File: src/rtl/amstrad_boot_pkg.sv
// Shared types and tables for the ROM boot sequencer and the MF2 ROM address path.
package amstrad_boot_pkg;

  typedef enum logic [1:0] {IDLE, LOAD, DRAIN, HOLD} boot_state_t;

  localparam int SLOT_BITS = 3;

  // SDRAM ROM region base (mem_addr[22:14]) indexed by slot[1:0].
  localparam logic [3:0][8:0] ROM_REGION = {9'h1ff, 9'h107, 9'h100, 9'h000};

endpackage

File: src/rtl/boot_slot_map.sv
// Combinational decode of a linear 16 KB-slot byte address into the SDRAM ROM layout.
module boot_slot_map
  import amstrad_boot_pkg::*;
#(
  parameter int NUM_SLOTS = 8
) (
  input  logic [24:0]          addr,
  output logic [22:0]          mem_addr,
  output logic                 mem_bank,
  output logic [SLOT_BITS-1:0] slot,
  output logic                 valid
);

  logic [10:0] s;

  assign s        = addr[24:14];
  assign valid    = s < 11'(NUM_SLOTS);
  assign slot     = s[SLOT_BITS-1:0];
  assign mem_bank = s[2];
  assign mem_addr = {ROM_REGION[s[1:0]], addr[13:0]};

endmodule

File: src/rtl/rom_boot_sequencer.sv
// Streams ioctl ROM bytes into SDRAM through a one-entry holding register and
// keeps the machine in reset until the image is committed plus a settle delay.
module rom_boot_sequencer
  import amstrad_boot_pkg::*;
#(
  parameter logic [7:0] ROM_INDEX   = 8'd0,
  parameter int         HOLD_CYCLES = 64,
  parameter int         NUM_SLOTS   = 8
) (
  input  logic        clk_sys,
  input  logic        reset,
  input  logic        clkref,
  input  logic        ioctl_download,
  input  logic [7:0]  ioctl_index,
  input  logic        ioctl_wr,
  input  logic [24:0] ioctl_addr,
  input  logic [7:0]  ioctl_dout,
  output logic        ioctl_wait,
  output logic        mem_we,
  output logic [22:0] mem_addr,
  output logic        mem_bank,
  output logic [7:0]  mem_din,
  output logic        cpu_reset_hold,
  output logic [7:0]  slot_loaded,
  output logic        drop_err,
  output logic [7:0]  checksum
);

  localparam int CNT_W = (HOLD_CYCLES > 2) ? $clog2(HOLD_CYCLES) : 1;

  boot_state_t          state_q, state_d;
  logic                 dl_q, dl_d;
  logic                 full_q, full_d;
  logic [22:0]          addr_q, addr_d;
  logic                 bank_q, bank_d;
  logic [7:0]           din_q, din_d;
  logic [SLOT_BITS-1:0] slot_q, slot_d;
  logic [7:0]           loaded_q, loaded_d;
  logic                 drop_q, drop_d;
  logic [7:0]           sum_q, sum_d;
  logic [CNT_W-1:0]     cnt_q, cnt_d;

  logic [22:0]          map_addr;
  logic                 map_bank;
  logic [SLOT_BITS-1:0] map_slot;
  logic                 map_valid;
  logic                 start, fall;

  boot_slot_map #(.NUM_SLOTS(NUM_SLOTS)) u_map (
    .addr     (ioctl_addr),
    .mem_addr (map_addr),
    .mem_bank (map_bank),
    .slot     (map_slot),
    .valid    (map_valid)
  );

  assign start = ioctl_download & ~dl_q & (ioctl_index == ROM_INDEX);
  assign fall  = ~ioctl_download & dl_q;

  always_comb begin
    state_d  = state_q;
    dl_d     = ioctl_download;
    full_d   = full_q;
    addr_d   = addr_q;
    bank_d   = bank_q;
    din_d    = din_q;
    slot_d   = slot_q;
    loaded_d = loaded_q;
    drop_d   = drop_q;
    sum_d    = sum_q;
    cnt_d    = cnt_q;

    if (full_q && clkref) begin
      full_d           = 1'b0;
      sum_d            = sum_q + din_q;
      loaded_d[slot_q] = 1'b1;
    end

    // A strobe while full violates ioctl_wait; it is dropped like a bad address.
    if (state_q == LOAD && ioctl_wr) begin
      if (full_q || !map_valid) begin
        drop_d = 1'b1;
      end else begin
        full_d = 1'b1;
        addr_d = map_addr;
        bank_d = map_bank;
        din_d  = ioctl_dout;
        slot_d = map_slot;
      end
    end

    case (state_q)
      IDLE, HOLD: begin
        if (start) begin
          state_d  = LOAD;
          loaded_d = '0;
          drop_d   = 1'b0;
          sum_d    = '0;
        end else if (state_q == HOLD) begin
          if (cnt_q == '0) state_d = IDLE;
          else             cnt_d   = cnt_q - CNT_W'(1);
        end
      end
      LOAD: if (fall) state_d = DRAIN;
      DRAIN: begin
        if (!full_q) begin
          state_d = HOLD;
          cnt_d   = CNT_W'(HOLD_CYCLES - 1);
        end
      end
      default: state_d = IDLE;
    endcase
  end

  always_ff @(posedge clk_sys) begin
    if (reset) begin
      state_q  <= IDLE;
      dl_q     <= 1'b0;
      full_q   <= 1'b0;
      addr_q   <= '0;
      bank_q   <= 1'b0;
      din_q    <= '0;
      slot_q   <= '0;
      loaded_q <= '0;
      drop_q   <= 1'b0;
      sum_q    <= '0;
      cnt_q    <= '0;
    end else begin
      state_q  <= state_d;
      dl_q     <= dl_d;
      full_q   <= full_d;
      addr_q   <= addr_d;
      bank_q   <= bank_d;
      din_q    <= din_d;
      slot_q   <= slot_d;
      loaded_q <= loaded_d;
      drop_q   <= drop_d;
      sum_q    <= sum_d;
      cnt_q    <= cnt_d;
    end
  end

  // Gate with reset so a pending write is withdrawn in the cycle reset is seen.
  assign mem_we         = full_q & ~reset;
  assign ioctl_wait     = full_q;
  assign mem_addr       = addr_q;
  assign mem_bank       = bank_q;
  assign mem_din        = din_q;
  assign cpu_reset_hold = (state_q != IDLE);
  assign slot_loaded    = loaded_q;
  assign drop_err       = drop_q;
  assign checksum       = sum_q;

endmodule

File: config.mk
export PLATFORM = sky130hd
export DESIGN_NAME = rom_boot_sequencer
export DESIGN_NICKNAME = d
export VERILOG_FILES = /design/src/rtl/amstrad_boot_pkg.sv /design/src/rtl/boot_slot_map.sv /design/src/rtl/rom_boot_sequencer.sv
export SDC_FILE = /design/constraint.sdc
export NUM_CORES = 1
export LEC_CHECK = 0
export CORE_UTILIZATION = 41
export CTS_BUF_LIST = sky130_fd_sc_hd__clkbuf_4
export DETAILED_ROUTE_END_ITERATION = 7
export PLACE_DENSITY = 0.81
export SYNTH_ARGS = -nofsm -noshare
export SYNTH_HDL_FRONTEND = slang
export SYNTH_SLANG_ARGS = --single-unit
export TNS_END_PERCENT = 20
File: constraint.sdc
create_clock -name clk_sys -period 1.7 [get_ports clk_sys]
set_input_delay 0.34 -clock clk_sys [delete_from_list [all_inputs] [get_ports clk_sys]]
set_output_delay 0.34 -clock clk_sys [all_outputs]
set_load 0.03 [all_outputs]
# Word level (Yosys, flattened, before mapping)
# Cells that the tools add are included.
[totals]
mem_bits_ro = 0
output_inout_bits = 52
regBits = 62
mem_count = 0
ramBits = 0
elab_cells = 78
input_bits = 46
latchBits = 0
[classes]
n_mux = 28
reduce_logical = 14
n_shift = 0
n_mul = 0
eq_ne = 10
add_sub_neg = 2
magnitude_cmp = 4
div_mod_pow = 0
bitwise = 9
[op_table]
columns = ["operator", "n"]
rows = [
  ["8-bit two-way mux", 6],
  ["6-bit two-way mux", 4],
  ["9-bit binary-select mux with 2-bit select", 1],
  ["6-bit case mux with 2 select lines", 1],
  ["11-bit by 4-bit < comparator with 1-bit output, second input constant", 1],
  ["2-bit two-way mux", 5],
  ["2-bit != test, second input constant", 5],
  ["9-bit two-way mux", 1],
  ["8-bit adder", 1],
  ["8-bit logical NOT", 1],
  ["1-bit two-way mux", 8],
  ["8-bit bitwise OR", 1],
  ["6-bit logical NOT", 1],
  ["3-bit != test, second input constant", 2],
  ["2-bit case mux with 3 select lines", 1],
  ["6-bit by 1-bit subtractor with 6-bit output, second input constant", 1],
  ["5-bit AND reduction", 1],
  ["1-bit bitwise AND", 4],
  ["2-bit == test, second input constant", 2],
  ["3-bit by 4-bit < comparator with 1-bit output, second input constant", 1],
  ["1-bit NOT", 4],
  ["4-bit AND reduction", 1],
  ["2-bit nonzero test", 2],
  ["1-bit demux with 3-bit select", 1],
  ["other kinds (9)", 11],
]

# Logic depth before layout (Yosys ltp)
# Gate-level depths: netlist of the first run.
[depth]
depth_word = 8
ltp_mapped = 8
ltp_nobuf = 7

# Hierarchy
# Synthesis of the first run repeated with hierarchy kept, for this count alone.
[hier_totals]
cells_unflattened = 358
hier_area_um2 = 2934.1
[by_module_without_submodules]
columns = ["module", "cells_each", "area_each_um2", "n_inst", "seq_area_each_um2"]
rows = [
  ["rom_boot_sequencer", 328, 2715.1, 1, 1241.2],
  ["boot_slot_map", 30, 219.0, 1, 0.0],
]

# Worst setup path before layout of the first run
# No wires, ideal clock.
[synth_path]
path_type = "register to register"
start = "register sum_q[2] (netlist: checksum[2])"
end = "register sum_q[7] (netlist: checksum[7])"
path_stages_with_launch = 7
required_time_ns = 1.642
setup_time_ns = 0.058
n_path_buf = 0
path_slack_ns = -0.228
arrival_time_ns = 1.870
period_less_slack_ns = 1.928
path_cell_list = "dfxtp_1 ha_1 o211ai_1 o211a_1 or4_1 a211oi_1 a31o_2"
[synth_between]
elab_chain_cells = 4
[synth_rtl]
columns = ["element", "line_no", "source"]
rows = [
  ["start, declared", "rom_boot_sequencer.sv:40", "logic [7:0] sum_q, sum_d;"],
  ["start signal, assigned", "rom_boot_sequencer.sv:138", "sum_q <= sum_d;"],
  ["8-bit adder *", "rom_boot_sequencer.sv:75", "sum_d = sum_q + din_q;"],
  ["8-bit two-way mux *", "rom_boot_sequencer.sv:73", "if (full_q && clkref) begin"],
  ["8-bit two-way mux", "rom_boot_sequencer.sv:94", "if (start) begin"],
  ["8-bit two-way mux *", "rom_boot_sequencer.sv:92", "case (state_q)"],
]
# Mark *: on every way between the ends. The rest lies on a longest branch, timed or not.
# A chain may end at the register's enable or synchronous reset.

# Final worst setup path of the first run
[layout_path]
start = "register state_q[0]"
end = "register cnt_q[2]"
[layout_between]
elab_chain_cells = 4
elab_cells_between_ends = 11
cone_classes = "6 x eq/ne; 1 x mux; 4 x reduce/logical"
[layout_rtl]
columns = ["element", "line_no", "source"]
rows = [
  ["start, declared", "rom_boot_sequencer.sv:31", "boot_state_t state_q, state_d;"],
  ["start signal, assigned", "rom_boot_sequencer.sv:129", "state_q <= state_d;"],
  ["2-bit == test or 2-bit logical NOT (tied branches)", "rom_boot_sequencer.sv:92, rom_boot_sequencer.sv:99", ""],
  ["2-bit OR reduction", "rom_boot_sequencer.sv:92", ""],
  ["2-bit != test (no source line) or 2-bit nonzero test (tied branches)", "-", ""],
  ["5-bit AND reduction (no source line)", "-", ""],
  ["end signal, assigned", "rom_boot_sequencer.sv:139", "cnt_q <= cnt_d;"],
  ["end, declared", "rom_boot_sequencer.sv:41", "logic [CNT_W-1:0] cnt_q, cnt_d;"],
]
# Several ways; a longest one is shown, not always the timed one.

==> results of run 1 <==
==> cells by family after synthesis <==
family,synth area share
compound gates,0.1852
xor+xnor,0.01045
fa+ha+maj,0.07267
buf+inv,0.05724
flops,0.4301
mux,0.005971
simple gates,0.2384
==> cells in the mapped netlist, types with 2 or more instances <==
library cell and count:
a21oi_1 45, nand2_1 65, and3_1 2, buf_4 7, buf_2 7, or2_2 4, clkbuf_1 4, a211oi_1 6
or2b_1 2, xnor2_1 2, nor2b_1 4, a31oi_1 3, nor4b_2 2, a22oi_1 2, o211ai_1 4, dfxtp_1 54
nor3b_1 2, nor2_1 24, nand3_1 3, a21o_1 3, nand4b_1 2, ha_1 13, inv_1 7, a311oi_1 4
o21ai_0 3, nor3_1 5
==> cell usage in the layout, fill, tap and decap left out, drive strengths merged, types with 5 or more instances in the layout <==
| master | n |
|---|---|
| nand2 | 66 |
| a211oi | 6 |
| clkdlybuf4s50 | 45 |
| nor3 | 5 |
| dfxtp | 54 |
| clkbuf | 6 |
| a21oi | 45 |
| dlygate4sd2 | 50 |
| inv | 6 |
| buf | 42 |
| nor2 | 25 |
| ha | 13 |
==> area by class of cell <==
| cell class | count | area [um2] | area share |
|---|---|---|---|
| Clock buffer | 6 | 45.04 | 0.01124 |
| Clock inverter | 2 | 37.54 | 0.009369 |
| Inverter | 7 | 32.53 | 0.008120 |
| Multi-Input combinational cell | 219 | 1449 | 0.3616 |
| Sequential cell | 54 | 1104 | 0.2755 |
| Tap cell | 75 | 93.84 | 0.02342 |
| Timing Repair Buffer | 137 | 1245 | 0.3107 |
==> worst max-delay path: stages, from the launching register on <==
cell and delay [ns]:
dfxtp_2 0.40, inv_4 0.06, ha_4 0.22, mux2_4 0.28, nor4b_4 0.25, buf_4 0.20
a21oi_2 0.06, a311oi_1 0.26
==> metal layers <==
layer	GRT usage	vias up	wire length (um)
li1	-	1278	-
met1	0.2403	1194	2900
met2	0.3923	83	3523
met3	0.04773	8	371
met4	0.07857	0	95
met5	0	-	0
==> registers in the layout (all words and copies together) (netlist names) <==
name	count
mem_addr	17
checksum	8
drop_err	1
dl_q	1
cnt_q	6
mem_din	8
mem_bank	1
slot_loaded	8
slot_q	1
state_q	2
ioctl_wait	1
==> where the power goes <==
part | total (W) | leakage [nW] | switching [W] | internal (W)
Combinational | 0.000170 | 1.23 | 0.0000549 | 0.000115
Sequential | 0.00127 | 0.443 | 0.00000244 | 0.00126
Clock | 0.000729 | 0.0419 | 0.000403 | 0.000327
==> stage by stage <==
stage	utilization	power, W	instances
final	0.6767	0.002167	500
after global routing	0.6767	0.002243	500
after CTS	0.6686	0.002170	499
after detailed placement	0.6579	0.001458	489
after global placement	0.6579	0.001455	489
after floorplan	-	0.001329	300
==> worst paths after layout <==
check,endpoint,cells past startpoint
worst min register to register,mem_addr[11]$_SDFFE_PP0P_,2
worst max register to register,cnt_q[2]$_SDFFE_PP0P_,7
worst min-delay path,mem_addr[11]$_SDFFE_PP0P_,2
worst max-delay path,cnt_q[2]$_SDFFE_PP0P_,7
==> repair_timing <==
item | 4_1_cts | 5_1_grt
setup buffers | 2 | 1
pin swaps | 10 | 9
endpoints found under the setup margin | 62 | 23
hold buffers | 0 | 0
gates resized for setup | 57 | 10
==> results.json, run 1 <==
{
  "place_hpwl_um": 5321,
  "p_per_area_nw_per_um2": 540.9,
  "outcome": "finished with violations",
  "seq_area_frac_synth": 0.4301,
  "cts_buffer_depth": 2,
  "synthArstFlopShare": 0,
  "synthCells": 300,
  "power_leakage_nw": 1.715,
  "worst_ep_required_time_ns": 1.97,
  "crit_arrival_ns": 2.10,
  "avgSynthCellArea_um2": 8.379,
  "drt-initial-drc-count": 89,
  "synth_cell_type_count": 47,
  "ys_top_cells_by_area": "dfxtp_1 (43%), nand2_1 (9.7%), a21oi_1 (9.0%), ha_1 (6.5%), nor2_1 (3.6%)",
  "drc": 0,
  "cts_buffers": 5,
  "synth_edf_count": 0,
  "setup_ws_ns": -0.1325,
  "cts_max_level": 2,
  "synth_top_area_frac": 0.4301,
  "crit_fanout": 6,
  "relSlewSlack": 0.7351,
  "cts_tree": "yes",
  "cp-end-kind": "register",
  "clock_latency_ns": 0.37,
  "ios": 98,
  "synth_seq_cells": 54,
  "start_util": 0.4246,
  "max_freq_mhz": 545.7,
  "n_fill_cell": 520,
  "syn_to_final_growth_pct": 59.38,
  "io_buffers": 97,
  "finalCriticalPeriod_ns": 1.832,
  "hold_start": "mem_addr[11]$_SDFFE_PP0P_",
  "critPathKind": "reg -> reg",
  "post_drt_wl_per_cell_um": 13.78,
  "setup-tns-final_ns": -0.4320,
  "cts.sinks": 54,
  "ir_drop_uv": 351.9,
  "ys.flop_type": "dfxtp_1",
  "drtAntennaViolNets": 0,
  "drv_cap": 0,
  "rsz0062_at_grt": "true",
  "drv_slew": 0,
  "vias": 2563,
  "dpl_cell_area_um2": 3895,
  "violations": "setup timing",
  "place_congestion": 0.8339,
  "yosysWarningCount": 0,
  "overflow": 0,
  "via_per_inst": 5.126,
  "clk_pin_slew_ns": 0.16,
  "r2r_setup_slack_ns": -0.13,
  "place_ws_ns": -0.4634,
  "drtPass1Iterations": 4,
  "period_share": 1.078,
  "tightestPinTransition_ns": 0.3939,
  "synth_fp_nets": 360,
  "grt_pass1_wl_um": 10810,
  "syn_area_um2": 2514,
  "totalWireLength_um": 6890,
  "row_count": 28,
  "grt_max_degree": 23,
  "worstSetupStartpointType": "register",
  "hold_viol_final": 0,
  "synth_largest_area_cell": "dfxtp_1",
  "n_antenna_cell": 0,
  "design_area_um2": 4006,
  "cts-root-buf": "clkbuf_4",
  "regToRegStartpoint": "state_q[0]$_SDFFE_PP0P_",
  "setup_viol": 8,
  "antenna_found_initial": 0,
  "drive_gt1_frac": 0.2353,
  "grtUsageTotal": 0.2142,
  "skew_ns": 0.01882,
  "first_global_vias": 2468,
  "final_nets": 484,
  "crit_start": "state_q[0]$_SDFFE_PP0P_",
  "die-area_um2": 6448,
  "die_w_um": 80.30,
  "min_path_type": "reg -> reg",
  "chipHeight_um": 80.30,
  "worst_hold_slack_ns": 0.4622,
  "fp.coreArea_um2": 5921
}
No activity file was read; power rests on OpenSTA's default activity.
==> run 2: changes to the inputs <==
- MAX_ROUTING_LAYER: default -> met4
==> results.json, run 2 (same netlist as run 1, synthesis figures left out) <==
{
  "cts-root-buf": "clkbuf_4",
  "setup_viol": 8,
  "place_congestion": 0.8467,
  "p_per_area_nw_per_um2": 542.2,
  "setup_ws_ns": -0.1256,
  "syn_to_final_growth_pct": 59.38,
  "post_drt_wl_per_cell_um": 13.86,
  "rsz0062_at_grt": "true",
  "first_global_vias": 2461,
  "period_share": 1.074,
  "min_path_type": "reg -> reg",
  "crit_fanout": 6,
  "drc": 0,
  "dpl_cell_area_um2": 3895,
  "worstSetupStartpointType": "register",
  "totalWireLength_um": 6928,
  "hold_path_depth": 2,
  "cts_buffers": 5,
  "die_w_um": 80.30,
  "clock_latency_ns": 0.37,
  "vias": 2581,
  "hold_viol_final": 0,
  "largest_reg_flops": 17,
  "cts.sinks": 54,
  "n_antenna_cell": 0,
  "grt_pass1_wl_um": 10820,
  "crit_arrival_ns": 2.10,
  "relSlewSlack": 0.7381,
  "tightestPinTransition_ns": 0.3895,
  "grtUsageTotal": 0.2202,
  "critPathMaxStageDelay_ns": 0.40,
  "max_freq_mhz": 547.8,
  "overflow": 0,
  "drv_cap": 0,
  "worst_ep_required_time_ns": 1.97,
  "row_count": 28,
  "layout_commonest_cell": "nand2_1",
  "via_per_inst": 5.162,
  "cts_tree": "yes",
  "skew_ns": 0.01789,
  "cts_buffer_depth": 2,
  "path_cells": "inv_4 > ha_4 > mux2_4 > nor4b_4 > buf_4 > a21oi_2 > a311oi_1",
  "cts_max_level": 2,
  "clk_pin_slew_ns": 0.16,
  "slowest_stage": "dfxtp_2",
  "drt-initial-drc-count": 100,
  "start_util": 0.4246,
  "ir_drop_uv": 356.4,
  "fp.coreArea_um2": 5921,
  "grt_max_degree": 23,
  "chipHeight_um": 80.30,
  "drv_slew": 0,
  "n_fill_cell": 520,
  "r2r_setup_slack_ns": -0.13,
  "drive_gt1_frac": 0.2353,
  "finalCriticalPeriod_ns": 1.826,
  "drtPass1Iterations": 4,
  "place_hpwl_um": 5321,
  "io_buffers": 97,
  "cts_hold_buf": 0,
  "final_nets": 484,
  "final_cell_mix": "nand2_1 (64), dlygate4sd2_1 (50), clkdlybuf4s50_1 (45)",
  "critPathKind": "reg -> reg",
  "fin_util": 0.6767,
  "ff2ff_path_depth": 7,
  "design_area_um2": 4006,
  "outcome": "finished with violations",
  "ios": 98,
  "power_leakage_nw": 1.715,
  "die-area_um2": 6448,
  "drtAntennaViolNets": 0,
  "antenna_found_initial": 0,
  "violations": "setup timing",
  "cp-end-kind": "register"
}
-- run 2: cell counts in the layout (fill, tap and decap cells not counted) --
No cell type changed its count.
-- run 2: per-layer routing --
| layer | wire, um | track usage |
|---|---|---|
| met1 | 2920 | 0.2431 |
| met2 | 3558 | 0.3923 |
| met3 | 370 | 0.04432 |
| met4 | 79 | 0.07857 |
| met5 | 0 | - |
-- run 2: final cells by class --
type | count | area (um2) | share of cell area
clock buffer | 6 | 45.04 | 0.01124
clock inverter | 2 | 37.54 | 0.009369
inverter | 7 | 32.53 | 0.008120
multi-input combinational | 219 | 1449 | 0.3616
sequential | 54 | 1104 | 0.2755
tap | 75 | 93.84 | 0.02342
timing repair buffer | 137 | 1245 | 0.3107
-- run 2: final timing paths --
check,from,end
min reg2reg,mem_addr[11]$_SDFFE_PP0P_,mem_addr[11]$_SDFFE_PP0P_
max,state_q[0]$_SDFFE_PP0P_,cnt_q[2]$_SDFFE_PP0P_
max reg2reg,state_q[0]$_SDFFE_PP0P_,cnt_q[2]$_SDFFE_PP0P_
min,mem_addr[11]$_SDFFE_PP0P_,mem_addr[11]$_SDFFE_PP0P_
-- run 2: what timing repair did --
action | in CTS | in global routing
buffers inserted | 2 | 1
pin swaps | 10 | 9
endpoints found under the setup margin | 62 | 23
resized for setup | 57 | 10
-- run 2: worst max-delay path: cells and delay by family, from the launching register on --
family | cells | cell delay [ns]
adders and majority gates | 1 | 0.22
buffers and inverters | 2 | 0.26
muxes | 1 | 0.28
DFF | 1 | 0.40
and+or+nand+nor | 1 | 0.25
AOI/OAI and AO/OA | 2 | 0.32
-- run 2: metrics by stage --
stage	power, W	instances	TNS [ns]	hold slack, ns	setup WS (ns)
finish	0.002172	500	-0.3870	0.4623	-0.1256
global placement	0.001455	489	-12.01	0.4422	-0.3261
global route	0.002243	500	-1.265	0.4767	-0.2240
CTS	0.002170	499	-0.4291	0.4618	-0.07800
floorplan	0.001329	300	-0.2777	0.4452	-0.05249
detailed placement	0.001458	489	-15.36	0.4459	-0.4634
-- run 2: report_power, final --
| part | switching [W] | internal (W) |
|---|---|---|
| clock | 0.000407 | 0.000327 |
| combinational | 0.0000554 | 0.000115 |
| sequential | 0.00000244 | 0.00126 |
